===== src/rtl/tff_counter_ctrl_pkg.sv =====
`default_nettype none
// ---------------------------------------------------------------------------
// tff_ctrl_pkg : shared state and direction encodings for tff_counter_ctrl
// Revision: 1.0
// ---------------------------------------------------------------------------
package tff_ctrl_pkg;

   typedef enum logic [1:0] {
      IDLE = 2'd0,
      LOAD = 2'd1,
      RUN  = 2'd2,
      DONE = 2'd3
   } tff_state_t;

   localparam logic DIR_UP   = 1'b0;
   localparam logic DIR_DOWN = 1'b1;

endpackage
`default_nettype wire


===== src/rtl/t_ff.sv =====
`default_nettype none
// ---------------------------------------------------------------------------
// t_ff : single toggle flip-flop with asynchronous active-low reset
// Revision: 1.0
// ---------------------------------------------------------------------------
module t_ff (
   input  logic t,
   input  logic clk,
   input  logic rst,
   output logic q
);

   always_ff @(posedge clk or negedge rst) begin
      if (!rst) begin
         q <= 1'b0;
      end else if (t) begin
         q <= ~q;
      end
   end

endmodule
`default_nettype wire


===== src/rtl/tff_counter_ctrl_bank.sv =====
`default_nettype none
// ---------------------------------------------------------------------------
// tff_counter_ctrl_bank : WIDTH t_ff cells sharing one clock and reset
// Revision: 1.0
// ---------------------------------------------------------------------------
module tff_counter_ctrl_bank #(
   parameter int WIDTH = 8
) (
   input  logic             clk,
   input  logic             rst,
   input  logic [WIDTH-1:0] t_vec_i,
   output logic [WIDTH-1:0] q_o
);

   generate
      for (genvar i = 0; i < WIDTH; i++) begin : g_cell
         t_ff u_t_ff (
            .t   (t_vec_i[i]),
            .clk (clk),
            .rst (rst),
            .q   (q_o[i])
         );
      end
   endgenerate

endmodule
`default_nettype wire


===== src/rtl/tff_counter_ctrl.sv =====
`default_nettype none
// ---------------------------------------------------------------------------
// tff_counter_ctrl : sequences a t_ff bank as a loadable bounded up/down counter
// Revision: 1.0
// ---------------------------------------------------------------------------
module tff_counter_ctrl
   import tff_ctrl_pkg::*;
#(
   parameter int WIDTH = 8
) (
   input  logic             clk,
   input  logic             rst,
   input  logic             start,
   input  logic             stop,
   input  logic             dir,
   input  logic [WIDTH-1:0] limit,
   input  logic             load_req,
   input  logic [WIDTH-1:0] load_val,
   output logic [WIDTH-1:0] q,
   output logic [WIDTH-1:0] t_vec,
   output logic             busy,
   output logic             tc,
   output logic             done
);

   tff_state_t       state_q, state_d;
   logic             dir_q;
   logic [WIDTH-1:0] limit_q;
   logic [WIDTH-1:0] load_val_q;
   logic             terminal;

   // Bit i toggles when every lower bit is 1 (up) or 0 (down): ripple of +/-1.
   function automatic logic [WIDTH-1:0] step_toggles(input logic [WIDTH-1:0] v,
                                                     input logic             down);
      logic [WIDTH-1:0] t;
      logic             carry;
      carry = 1'b1;
      for (int i = 0; i < WIDTH; i++) begin
         t[i]  = carry;
         carry = carry & ((down == DIR_UP) ? v[i] : ~v[i]);
      end
      return t;
   endfunction

   tff_counter_ctrl_bank #(
      .WIDTH (WIDTH)
   ) u_bank (
      .clk     (clk),
      .rst     (rst),
      .t_vec_i (t_vec),
      .q_o     (q)
   );

   assign terminal = (dir_q == DIR_DOWN) ? (q == '0) : (q == limit_q);

   always_comb begin
      state_d = state_q;
      t_vec   = '0;
      tc      = 1'b0;
      case (state_q)
         IDLE: begin
            if (load_req) begin
               state_d = LOAD;
            end else if (start) begin
               state_d = RUN;
            end
         end
         LOAD: begin
            t_vec   = q ^ load_val_q;
            state_d = IDLE;
         end
         RUN: begin
            if (stop) begin
               state_d = IDLE;
            end else if (terminal) begin
               tc      = 1'b1;
               state_d = DONE;
            end else begin
               t_vec = step_toggles(q, dir_q);
            end
         end
         DONE: begin
            if (load_req) begin
               state_d = LOAD;
            end
         end
         default: state_d = IDLE;
      endcase
   end

   assign busy = (state_q == LOAD) || (state_q == RUN);
   assign done = (state_q == DONE);

   always_ff @(posedge clk or negedge rst) begin
      if (!rst) begin
         state_q    <= IDLE;
         dir_q      <= DIR_UP;
         limit_q    <= '0;
         load_val_q <= '0;
      end else begin
         state_q <= state_d;
         if (state_q == IDLE) begin
            if (load_req) begin
               load_val_q <= load_val;
            end else if (start) begin
               dir_q   <= dir;
               limit_q <= limit;
            end
         end else if ((state_q == DONE) && load_req) begin
            load_val_q <= load_val;
         end
      end
   end

endmodule
`default_nettype wire


===== config.mk =====
export PLATFORM = sky130hd
export DESIGN_NAME = tff_counter_ctrl
export DESIGN_NICKNAME = d
export VERILOG_FILES = /design/src/rtl/tff_counter_ctrl_pkg.sv /design/src/rtl/t_ff.sv /design/src/rtl/tff_counter_ctrl_bank.sv /design/src/rtl/tff_counter_ctrl.sv
export SDC_FILE = /design/constraint.sdc
export NUM_CORES = 1
export LEC_CHECK = 0
export ABC_AREA = 1
export ABC_CLOCK_PERIOD_IN_PS = 2950
export BUFFER_PORTS_ARGS = -buffer_cell sky130_fd_sc_hd__clkbuf_2
export CORE_ASPECT_RATIO = 1.5
export CORE_MARGIN = 1
export CORE_UTILIZATION = 26
export CTS_BUF_LIST = sky130_fd_sc_hd__clkbuf_2
export CTS_CLUSTER_DIAMETER = 200
export CTS_CLUSTER_SIZE = 16
export DETAILED_ROUTE_END_ITERATION = 10
export GPL_ROUTABILITY_DRIVEN = 0
export HOLD_SLACK_MARGIN = 0.1
export MAX_ROUTING_LAYER = met4
export PLACE_DENSITY = 0.42
export SLEW_MARGIN = 20
export SYNTH_ARGS = -nofsm -noshare
export SYNTH_HDL_FRONTEND = slang
export SYNTH_SLANG_ARGS = --single-unit

===== constraint.sdc =====
create_clock -name clk -period 2.95 [get_ports clk]
set_input_delay 0.1475 -clock clk [delete_from_list [all_inputs] [get_ports clk]]
set_output_delay 0.1475 -clock clk [all_outputs]
set_load 0.05 [all_outputs]

==> flow_metrics.tcl <==
set metrics [dict create \
    status "complete, no violations" \
    setup_tns_ps 0 \
    hpwl_mm 3.493 \
    crit_path_end_kind "primary output" \
    critPathLaunchType "register" \
    syn_nets 259 \
    rsz0062_at_grt "false" \
    max_freq_mhz 395.8 \
    startpoint "state_q[0]" \
    cp.required_ps 2800 \
    worstPathArrival_ps 2380 \
    fill_cells 764 \
    fin_hold_ws_ps 106.8 \
    drt-met1-wl_mm 1.851 \
    yosys-top-cells-area "dfrtp_1 36%, nand2_1 9.5%, buf_4 6.5%, mux2_2 6.1%, inv_1 5.9%" \
    period_share_pct 85.65 \
    postCtsHoldBufs 18 \
    synth_flop_cell "dfrtp_1" \
    yosysSeqAreaShare_pct 36.41 \
    start_util_pct 26.90 \
    portBuffers 40 \
    crit_end "t_vec[2]" \
    synth-seq-cells 27 \
    drv_cap 0 \
    p_leak_nw 1.157 \
    post_cts_buffers 0 \
    die_x_um 70.98 \
    grt_max_degree 28 \
    antenna_left 0 \
    post_cts_resized 0 \
    worstSetupPathType "reg2out" \
    yosys_warnings 0 \
    cts_buffer_depth 2 \
    dr.pass1.iters 6 \
    clk_pin_slew_ps 280 \
    overflow 0 \
    clk_latency_ps 380 \
    via_count 1498 \
    first_global_vias 1565 \
    grt.total_usage_pct 13.45 \
    fin_ws_ps 423.3 \
    synth-async-reset-ratio_pct 100.0 \
    synth.avg_cell_area_sq_um 7.964 \
    hold_violations 0 \
    setup_viol 0 \
    ir_drop_uv 465.1 \
    drtIter0Drc 51 \
    max_slew_margin_pct 51.21 \
    area_growth_pct 17.60 \
    cts_tree "yes" \
    ff2ff_path_depth 9 \
    drive_above_1_share_pct 29.15 \
    remaining_drc_errors 0 \
    cts_root_buffer "clkbuf_2" \
    r2r-end "u_bank.g_cell[2].u_t_ff.q" \
    numCtsBuffers 3 \
    fin_crit_ps 2527 \
    wl_met3_um 98 \
    r2r_slack_ps 1100 \
    wl_met2_mm 2.541 \
    synth_top_area_share_pct 36.41 \
    r2r_start "state_q[0]" \
    grt_pass1_wl_mm 7.576 \
    final-max-slew-violation-count 0 \
    max_slew.worst_pin.slew_ps 731.8 \
    diodes 0 \
    die_h_um 105.5 \
    yosys.area.top_type "dfrtp_1" \
    cp_max_fo 7 \
    pre_cts_slack_ps 863.9 \
    core_sq_mm 0.006898 \
    top_layer_used "met4" \
    synth_edf_count 0 \
    fin_nets 298 \
    htree_levels 1 \
    wl_per_cell_um 13.12 \
    syn-cell-area_sq_mm 0.001856 \
    viasPerCell 4.292 \
    synth.distinct_cells 32 \
    p_per_area_mw_per_mm2 1162 \
    ios 41 \
    hold_path.class "in2reg" \
    synthesis.instances 233 \
    fin_skew_ps 8.383 \
    antenna_found_initial 0 \
    die-area_sq_mm 0.007485 \
    clock_sinks 27 \
    num_rows 37 \
    wl_mm 4.580 \
]
-- layer usage --
layer  up-vias  global-route usage [%]
li1        781                       -
met1       684                   14.25
met2        25                   25.34
met3         8                   1.530
met4         0                   4.571
met5         -                       -
-- worst min path at each step --
| stage | from | end | slack, ps | depth (start not counted) |
|---|---|---|---|---|
| final | load_req | state_q[1] | 110 | 4 |
| after global routing | load_req | state_q[1] | 110 | 4 |
| after CTS | load_req | state_q[1] | 110 | 4 |
| after detailed placement | rst | load_val_q[5] | 250 | 1 |
| after global placement | rst | load_val_q[5] | 250 | 1 |
| after floorplan | rst | dir_q | -150 | 0 |
-- power by group --
part / switching [mW] / internal, mW
Sequential: 0.259 / 0.554
Clock: 0.120 / 0.0357
Combinational: 1.06 / 0.507
Total: 1.44 / 1.10
-- placed cells by master (no fill, tap or decap), drive strengths merged, types with 2 or more instances in the layout --
cell type	n
inv	34
a21oi	15
nand2	52
clkbuf	44
xnor2	5
xor2	6
clkinv	2
o21ai	11
dfrtp	27
o21bai	3
mux2	10
nand4	4
nor2	25
nand3	7
dlygate4sd3	18
ha	4
-- final cells by class --
class,instances,area [sq um],share of cell area [%]
multi-input combinational,146,868.3,39.79
sequential,27,675.6,30.96
timing repair buffer,58,380.4,17.43
inverter,36,140.1,6.422
tap,78,97.59,4.472
clock buffer,4,20.02,0.9174
-- cell usage after synthesis, drive strengths merged, types with 2 or more instances --
cell and count:
nand3 7, nor2 25, a21oi 15, o21ai 11
mux2 10, nand2 52, nand4 4, o21bai 3
xnor2 5, dfrtp 27, buf 23, inv 34
ha 4, clkinv 2, xor2 6
-- worst max-delay path: stages, from the launching register on --
cell and delay (ps):
dfrtp_1 490, inv_1 90, ha_1 150, inv_1 40
nor2_1 410, nand4_1 230, o21bai_2 170, nand2_1 90
inv_1 80, clkbuf_2 270
-- per-stage QoR --
stage | cell area, sq um | cells | total power [mW] | util (%)
after floorplan | 1856 | 233 | 2.214 | -
after global placement | 1982 | 327 | 2.391 | 28.73
after detailed placement | 1982 | 327 | 2.405 | 28.73
after global routing | 2182 | 349 | 2.770 | 31.63
final | 2182 | 349 | 2.536 | 31.63
after CTS | 2182 | 349 | 2.581 | 31.63
-- logic make-up (layout without fill, tap and decap cells) --
| family | count (synthesis) | count (layout) | share of synthesized area [%] |
|---|---|---|---|
| and+or+nand+nor | 91 | 91 | 22.79 |
| buffers and inverters | 60 | 98 | 16.79 |
| AOI/OAI and AO/OA | 30 | 30 | 9.642 |
| DFF | 27 | 27 | 36.41 |
| xor gates and xnor gates | 11 | 11 | 5.597 |
| muxes | 10 | 10 | 6.069 |
| adders and majority gates | 4 | 4 | 2.697 |
-- flip-flops by register name, indices dropped and copies added (netlist names) --
name                    flops
load_val_q                  8
state_q                     2
dir_q                       1
u_bank.g_cell.u_t_ff.q      8
limit_q                     8
No activity file was read; power rests on OpenSTA's default activity.
